===== src/rtl/spi_adc_reader_if.sv =====
// Signal bundle between the SPI ADC reader and its environment (peripheral pins plus
// the downstream sample handshake).
interface spi_adc_reader_if;
  logic       start;
  logic       cont;
  logic       SCLK;
  logic       CS_n;
  logic       SDO;
  logic [7:0] data;
  logic       data_valid;
  logic       frame_err;
  logic       busy;

  // The reader drives the serial clock, chip select and the sample outputs.
  modport master (
    input  start, cont, SDO,
    output SCLK, CS_n, data, data_valid, frame_err, busy
  );

  modport slave (
    output start, cont, SDO,
    input  SCLK, CS_n, data, data_valid, frame_err, busy
  );
endinterface


===== src/rtl/spi_adc_reader.sv =====
// SPI master that reads 16-bit frames (3 zeros, 8 data bits, 5 zeros) from an ADC and
// presents bits [12:5] with a one-cycle valid strobe and a framing-error flag.
module spi_adc_reader #(
  parameter int CLK_DIV     = 50,
  parameter int QUIET_SCLKS = 2
) (
  input logic              clk,
  input logic              rst_n,
  spi_adc_reader_if.master bus
);

  localparam int DIV_W = $clog2(CLK_DIV);
  localparam int QW    = (QUIET_SCLKS > 1) ? $clog2(QUIET_SCLKS) : 1;

  typedef enum logic [2:0] {
    IDLE,
    ARM,
    SHIFT,
    DONE,
    QUIET
  } state_t;

  state_t           state;
  logic [DIV_W-1:0] div_cnt;
  logic             sclk_q;
  logic             cs_n_q;
  logic [4:0]       bit_cnt;
  logic [15:0]      shift;
  logic [QW-1:0]    quiet_cnt;
  logic [7:0]       data_q;
  logic             data_valid_q;
  logic             frame_err_q;
  logic             busy_q;

  logic div_tc;
  logic rise_tick;

  assign div_tc    = (div_cnt == DIV_W'(CLK_DIV - 1));
  assign rise_tick = div_tc && !sclk_q;

  // SCLK runs continuously so the peripheral sees falling edges while deselected.
  always_ff @(posedge clk) begin
    // NOTE: sequential state uses non-blocking assignments only, so every register
    // samples the pre-edge values of its neighbours regardless of statement order.
    if (!rst_n) begin
      div_cnt <= '0;
      sclk_q  <= 1'b1;
    end else if (div_tc) begin
      div_cnt <= '0;
      sclk_q  <= ~sclk_q;
    end else begin
      div_cnt <= div_cnt + 1'b1;
    end
  end

  always_ff @(posedge clk) begin
    if (!rst_n) begin
      state        <= IDLE;
      cs_n_q       <= 1'b1;
      bit_cnt      <= '0;
      shift        <= '0;
      quiet_cnt    <= '0;
      data_q       <= '0;
      data_valid_q <= 1'b0;
      frame_err_q  <= 1'b0;
      busy_q       <= 1'b0;
    end else begin
      // NOTE: default-low here makes data_valid a single-cycle pulse; only DONE raises it.
      data_valid_q <= 1'b0;
      unique case (state)
        IDLE: begin
          if (bus.start || bus.cont) begin
            state  <= ARM;
            busy_q <= 1'b1;
          end
        end
        ARM: begin
          if (rise_tick) begin
            cs_n_q  <= 1'b0;
            bit_cnt <= 5'd16;
            state   <= SHIFT;
          end
        end
        SHIFT: begin
          // SDO changed CLK_DIV cycles ago on the falling edge, so it is stable here.
          if (rise_tick) begin
            shift   <= {shift[14:0], bus.SDO};
            bit_cnt <= bit_cnt - 5'd1;
            if (bit_cnt == 5'd1) begin
              cs_n_q <= 1'b1;
              state  <= DONE;
            end
          end
        end
        DONE: begin
          data_q       <= shift[12:5];
          frame_err_q  <= (|shift[15:13]) | (|shift[4:0]);
          data_valid_q <= 1'b1;
          quiet_cnt    <= '0;
          state        <= QUIET;
        end
        QUIET: begin
          if (rise_tick) begin
            if (quiet_cnt == QW'(QUIET_SCLKS - 1)) begin
              quiet_cnt <= '0;
              if (bus.cont) begin
                state <= ARM;
              end else begin
                state  <= IDLE;
                busy_q <= 1'b0;
              end
            end else begin
              quiet_cnt <= quiet_cnt + 1'b1;
            end
          end
        end
        default: state <= IDLE;
      endcase
    end
  end

  assign bus.SCLK       = sclk_q;
  assign bus.CS_n       = cs_n_q;
  assign bus.data       = data_q;
  assign bus.data_valid = data_valid_q;
  assign bus.frame_err  = frame_err_q;
  assign bus.busy       = busy_q;

endmodule


===== src/flat_wrapper.sv =====
// flat-port wrapper written by rule: the top's interface ports become plain ports
module spi_adc_reader_flat 
#(
  parameter int CLK_DIV     = 50,
  parameter int QUIET_SCLKS = 2
)
  (clk, rst_n, bus_start, bus_cont, bus_SDO, bus_SCLK, bus_CS_n, bus_data, bus_data_valid, bus_frame_err, bus_busy);
  spi_adc_reader_if bus_i ();
  input logic clk;
  input logic rst_n;
  input wire logic [$bits(bus_i.start)-1:0] bus_start;
  input wire logic [$bits(bus_i.cont)-1:0] bus_cont;
  input wire logic [$bits(bus_i.SDO)-1:0] bus_SDO;
  output wire logic [$bits(bus_i.SCLK)-1:0] bus_SCLK;
  output wire logic [$bits(bus_i.CS_n)-1:0] bus_CS_n;
  output wire logic [$bits(bus_i.data)-1:0] bus_data;
  output wire logic [$bits(bus_i.data_valid)-1:0] bus_data_valid;
  output wire logic [$bits(bus_i.frame_err)-1:0] bus_frame_err;
  output wire logic [$bits(bus_i.busy)-1:0] bus_busy;
  assign bus_i.start = bus_start;
  assign bus_i.cont = bus_cont;
  assign bus_i.SDO = bus_SDO;
  assign bus_SCLK = bus_i.SCLK;
  assign bus_CS_n = bus_i.CS_n;
  assign bus_data = bus_i.data;
  assign bus_data_valid = bus_i.data_valid;
  assign bus_frame_err = bus_i.frame_err;
  assign bus_busy = bus_i.busy;
  spi_adc_reader #(.CLK_DIV(CLK_DIV), .QUIET_SCLKS(QUIET_SCLKS)) u_core (.clk(clk), .rst_n(rst_n), .bus(bus_i));
endmodule

===== config.mk =====
export PLATFORM = sky130hd
export DESIGN_NAME = spi_adc_reader_flat
export DESIGN_NICKNAME = d
export VERILOG_FILES = /design/src/rtl/spi_adc_reader_if.sv /design/src/rtl/spi_adc_reader.sv /design/src/flat_wrapper.sv
export SDC_FILE = /design/constraint.sdc
export NUM_CORES = 1
export LEC_CHECK = 0
export BUFFER_PORTS_ARGS = -buffer_cell sky130_fd_sc_hd__buf_4
export CAP_MARGIN = 10
export CORE_ASPECT_RATIO = 0.8
export CORE_MARGIN = 5
export CORE_UTILIZATION = 50
export DETAILED_ROUTE_END_ITERATION = 8
export MAX_ROUTING_LAYER = met4
export PLACE_DENSITY = 0.7
export SKIP_LAST_GASP = 1
export SLEW_MARGIN = 30
export SYNTH_ARGS = -nofsm -noshare
export SYNTH_HDL_FRONTEND = slang
export SYNTH_SLANG_ARGS = --single-unit

===== constraint.sdc =====
create_clock -name clk -period 1.43 [get_ports clk]
set_input_delay 0.3575 -clock clk [delete_from_list [all_inputs] [get_ports clk]]
set_output_delay 0.3575 -clock clk [all_outputs]
set_load 0.02 [all_outputs]

# --- Word-level counts from Yosys, hierarchy flattened ---
# Index checks and enable logic that the tools add are counted.
classes:
  bitwise: 3
  mux: 24
  n_addsub: 3
  reduce_logical: 16
  n_eq_ne: 13
ops:
  columns: ["op", "count"]
  rows:
  - ["2-to-1 mux 3 bit", 6]
  - ["one-hot mux 3 bit (5 select lines)", 1]
  - ["!= test 2 x 1 -> 1 bit, second input constant", 6]
  - ["2-to-1 mux 1 bit", 11]
  - ["2-to-1 mux 5 bit", 2]
  - ["one-hot mux 5 bit (2 select lines)", 1]
  - ["adder 6 x 1 -> 6 bit, second input constant", 1]
  - ["== test 3 x 2 -> 1 bit, second input constant", 2]
  - ["== test 6 bit, second input constant", 1]
  - ["one-hot mux 1 bit (2 select lines)", 3]
  - ["AND reduction 6 bit", 1]
  - ["nonzero test 2 bit", 3]
  - ["== test 5 x 1 -> 1 bit, second input constant", 1]
  - ["AND reduction 5 bit", 1]
  - ["OR reduction 5 bit", 1]
  - ["subtractor 5 x 1 -> 5 bit, second input constant", 1]
  - ["AND reduction 2 bit", 2]
  - ["AND reduction 4 bit", 1]
  - ["== test 3 x 1 -> 1 bit, second input constant", 1]
  - ["== test 3 bit, second input constant", 1]
  - ["zero test 3 bit", 1]
  - ["AND reduction 3 bit", 1]
  - ["OR reduction 3 bit", 1]
  - ["!= test 2 bit, second input constant", 1]
  - ["other kinds (7)", 8]
totals:
  input_bits: 5
  elab_cells: 70
  output_inout_bits: 13
  reg_bits: 44

# --- Longest topological paths before layout ---
depth:
  ltp_word: 4
  ltp_mapped: 7
  ltp_nobuf: 6

# --- Least setup slack after synthesis ---
# No wires, ideal clock.
synth_timing:
  kind: "flip-flop to flip-flop"
  start: "register u_core.div_cnt[0]"
  end: "register u_core.bit_cnt[2]"
  period_less_slack_ps: 1580
  setup_ps: 116
  required_time_ps: 1314
  n_path_buf: 0
  arrival_ps: 1464
  stages_incl_launch_ff: 6
  path_slack_ps: -150
  cell_sequence: "dfxtp_1 ha_1 nand4bb_1 nor4_4 o21ai_0 a31o_2"
synth_between:
  elab_chain_cells: 4
  word_cells_on_any_way: 5
  cone_classes: "eq/ne (3); reduce/logical (2)"
synth_lines:
  columns: ["item", "line", "rtl"]
  rows:
  - ["start, declared", "spi_adc_reader.sv:24", "logic [DIV_W-1:0] div_cnt;"]
  - ["start signal, assigned", "spi_adc_reader.sv:52", "div_cnt <= div_cnt + 1'b1;"]
  - ["== test 6 bit *", "spi_adc_reader.sv:38", "assign div_tc = (div_cnt == DIV_W'(CLK_DIV - 1));"]
  - ["logical AND 1 bit *", "spi_adc_reader.sv:39", "assign rise_tick = div_tc && !sclk_q;"]
  - ["!= test 2 x 1 -> 1 bit (no line)", null, null]
  - ["AND reduction 3 bit (no line) *", null, null]
  - ["end signal, assigned", "spi_adc_reader.sv:88", "bit_cnt <= bit_cnt - 5'd1;"]
  - ["end, declared", "spi_adc_reader.sv:27", "logic [4:0] bit_cnt;"]
# Every way passes the cells marked *; elsewhere a longest branch is shown, timed or not.
# A chain may end at the register's enable or synchronous reset.

# --- Worst setup path in the final report ---
layout_timing:
  start: "register u_core.state[2]"
  end: "register u_core.shift[7]"
layout_between:
  elab_chain_cells: 2
layout_lines:
  columns: ["item", "line", "rtl"]
  rows:
  - ["start, declared", "spi_adc_reader.sv:23", "state_t state;"]
  - ["start signal, assigned", "spi_adc_reader.sv:58", "state <= IDLE;"]
  - ["start signal, assigned", "spi_adc_reader.sv:73", "state <= ARM;"]
  - ["start signal, assigned", "spi_adc_reader.sv:81", "state <= SHIFT;"]
  - ["== test 3 x 2 -> 1 bit", "spi_adc_reader.sv:70", "unique case (state)"]
  - ["AND reduction 2 bit (no line)", null, null]
  - ["end signal, assigned", "spi_adc_reader.sv:87", "shift <= {shift[14:0], bus.SDO};"]
  - ["end, declared", "spi_adc_reader.sv:28", "logic [15:0] shift;"]
# No other way between the ends.

==> summary by stage <==
GRT
The first global-routing pass estimated 6741 um of wire. Across every metal layer, demand over resource in global routing totals 0.1668. The number of antenna violations at the first check in global routing is 0.

The number of global-route vias before repair is 1508. Entering global routing, the biggest net connects 26 pins. The total overflow reported by the global router is 0.

STA
The final count of hold timing violations is 0. For this run, the top clock speed supported by timing is 658.1 MHz. The remaining max-slew budget at the tightest pin is 0.7715. The final count of negative-setup-slack endpoints is 19. After layout, the minimum clock period comes to 1519 ps. The fraction of the cycle the final worst path needs is 1.063. The sum of negative setup slack is -717.9 ps.

The worst setup skew after layout is 8.433 ps. Hold timing on the final database bottoms out at a slack of around 320 ps. The number of max-slew violations in the final report is 0.

For the pin with the worst max-slew slack, the measured transition is 341.3 ps. The minimum setup slack in the final design is -89.49 ps. Setup repair after global routing could not meet its margin everywhere.

Die
The die height is about 66 um. The total area inside the core boundary comes to between 3000 and 4000 um2. The overall die area is between 5000 and 6000 um2. For this configuration, the core starts out at a cell density of 0.5156. For this design the top-level I/O count stands at 18. The row count is 20. The die width is 79.79 um.

Worst setup path
For flop-to-flop paths, the worst setup slack is -90 ps. The logic depth of the worst register-to-register path is 6. The type of origin of the critical path is a flip-flop. The worst flop-to-flop path startpoint is u_core.state[2].

Along the worst path, the maximum fanout reaches 5. The destination of the worst register-to-register timing path is u_core.shift[7]. The required time at the endpoint of the critical path is 1670 ps.

Data arrives at the worst endpoint at between 1500 and 2000 ps. The type of the worst setup path is flip-flop to flip-flop. The most critical setup path has its startpoint at u_core.state[2].

STA classifies the critical path endpoint as a flip-flop. The critical path ends at u_core.shift[7].

Yosys
Of all cell types, the one taking the most synthesized area is dfxtp_1. The most instantiated flip-flop cell in the synthesis netlist is dfxtp_1. The number of different library cells used by synthesis comes to 47. The synthesized design contains 44 register bits.

The share of the synthesized area in the top cell type is 0.4522. The register area share after synthesis is 0.4522. For this run, the number of Yosys warnings is 0. Yosys attributes the largest share of cell area to dfxtp_1, nand2_1, a21boi_0. The number of synthesized flops with an enable pin is 0.

Of all flip-flops after synthesis, the portion carrying an async set or reset was 0. Counting every net in the synthesized netlist gives around 230. The mean instance size in the synthesized netlist is approximately 8.9 um2. The synthesized instance count is 218. Summing every instance area after synthesis gives 1948 um2.

Power and ir drop
The worst-case IR drop observed on VDD is 0.6559 mV. The analysis attributes to cell leakage a power of ~1.1 nW. The power per standard cell area is approximately 870 nW/um2. The sequential power share is 0.541.

The switching share of total power is 0.2123. The combinational fraction of design power is 0.050. Summed over all nets, the switching power comes to 489.0 uW.

The share of total power dissipated in the clock network is 0.409. The internal portion of the total power is 1.814 mW.

Routing
The routed layout has 1593 vias. In the routed layout, each cell is associated on average with a via count of 4.994. The post-detailed-routing wire length is 4108 um.

The detailed router's first-iteration violation count is around 110. The average routed wire per standard cell is 12.88 um. The detailed-route DRC error count is 0. The first detailed-routing pass took 4 iterations. The count of nets left with antenna violations once routing finished came out at 0.

Clocking
Clock-pin slew was measured on the worst setup and hold paths at 80 ps. At the later pin of the worst-skew pair, clock insertion delay measures 300 ps. Clock tree synthesis inserted a total of 5 buffers. For this design, the CTS-stage hold fixing added 0 buffers.

The maximum buffer depth of the clock tree is 2. The TritonCTS clock tree is yes. The H-tree was split into 2 levels. The clock net in this run drives a total of 44 sinks. The clock root buffer is clkbuf_8.

Place
The placement-stage worst setup slack is -135.5 ps. The HPWL after detailed placement is about 2700 um. The final RePlAce weighted congestion is roughly 0.83. Input and output buffers added on the ports amount to 17.

Outcome
The final reports fail on negative setup slack. The run finished, with violations left.

Hold path
The worst hold path class is primary input to flip-flop.

Job
The number of max-capacitance violations reported is 0.

Final layout
The final cell utilization of the core is 0.7033. After filler insertion, the fill cell instance count of the layout stands at ~300. The fraction of final layout cells with drive strength greater than 1 is 0.3902. The area growth from synthesis to layout is 36.42%. 0 antenna diodes ended up in the layout. In the final design database the tool counted 272 nets.
worst min path at each step:
| stage | start | end | depth (start not counted) |
|---|---|---|---|
| 6_report | bus_SDO | u_core.shift[0] | 3 |
| 3_3_place_gp | u_core.bus.data[3] | u_core.bus.data[3] | 2 |
| 2_1_floorplan | u_core.div_cnt[0] | u_core.div_cnt[0] | 1 |
| 5_1_grt | bus_SDO | u_core.shift[0] | 3 |
| 4_1_cts | bus_SDO | u_core.shift[0] | 3 |
| 3_5_place_dp | u_core.bus.data[6] | u_core.bus.data[6] | 2 |
synth_stat cells (all sizes together) (4+ instances only):
library cell / n
inv: 6
a21boi: 26
nor2: 10
nor3: 4
nor4: 4
buf: 5
ha: 4
dfxtp: 44
nand2: 59
o21ai: 7
nand3: 5
clkbuf: 5
cells in the final DEF (no fill, tap or decap), types with 3 or more instances in the layout:
cell type  synthesis  routed
a21boi_0          17      11
a21boi_1           0       5
a21boi_2           9      10
buf_4              2      41
buf_6              2       3
clkbuf_8           0       5
dfxtp_1           44      40
dfxtp_2            0       4
ha_1               4       3
inv_1              6       5
nand2_1           59      48
nand2_2            0       4
nand2_4            0       7
nand3_1            5       4
nor2_1            10       8
nor3_1             3       3
o21ai_0            7       5
xnor2_1            3       3
sequential cells by signal (all words and copies together) (netlist names):
register               flops
u_core.div_cnt             6
u_core.bus.data            8
u_core.quiet_cnt           1
u_core.state               3
u_core.bus.data_valid      1
u_core.bus.frame_err       1
u_core.bus.CS_n            1
u_core.bit_cnt             5
u_core.bus.busy            1
u_core.shift              16
u_core.bus.SCLK            1
final cells by class:
type	instances	area [um2]	area share
multi-input combinational	158	1137	0.4280
tap	55	68.82	0.02589
sequential	44	885.9	0.3333
inverter	6	22.52	0.008475
timing repair buffer	48	431.7	0.1624
clock buffer	5	68.82	0.02589
clock inverter	3	42.54	0.01601
power by group through the flow:
| stage | logic (mW) | clock network [mW] | registers, mW |
|---|---|---|---|
| floorplan | 0.0633 | 0 | 1.28 |
| global placement | 0.109 | 0 | 1.27 |
| detailed placement | 0.111 | 0 | 1.28 |
| CTS | 0.113 | 0.965 | 1.25 |
| global route | 0.126 | 1.01 | 1.25 |
| finish | 0.115 | 0.942 | 1.25 |
metrics by stage:
| step | std cells | power [mW] | area, um2 |
|---|---|---|---|
| 3_5_place_dp | 304 | 1.386 | 2327 |
| 2_1_floorplan | 218 | 1.340 | 1987 |
| 6_report | 319 | 2.303 | 2658 |
| 5_1_grt | 319 | 2.381 | 2658 |
| 3_3_place_gp | 304 | 1.383 | 2327 |
| 4_1_cts | 313 | 2.324 | 2482 |
kinds of logic after synthesis:
group                    share of synthesized area
AND/OR/NAND/NOR                             0.2691
flip-flops                                  0.4521
XOR/XNOR                                   0.02248
AO/OA/AOI/OAI                               0.1875
adder cells (fa/ha/maj)                    0.02569
buffers and inverters                      0.04303
critical path, stage by stage, from the launching register on:
cell and delay, ps:
dfxtp_2 350, or3b_4 430, nor3_4 170, buf_6 150
clkbuf_16 150, nand2_1 80, a21boi_2 120
what timing repair did:
| action | CTS | global route |
|---|---|---|
| endpoints found under the setup margin | 25 | 37 |
| cloned | 0 | 3 |
| buffers inserted | 1 | 3 |
| pin swaps | 7 | 14 |
| resized for setup | 9 | 31 |
per-layer routing:
| layer | track usage | share of wire | wire length, um | vias up |
|---|---|---|---|---|
| met3 | 0.04087 | 0.046 | 190 | 5 |
| met4 | 0.06329 | 0.011 | 44 | 0 |
| li1 | - | - | - | 831 |
| met1 | 0.2181 | 0.49 | 2011 | 728 |
| met2 | 0.2510 | 0.45 | 1862 | 29 |
| met5 | - | 0 | 0 | - |
No activity file was read; power rests on OpenSTA's default activity.
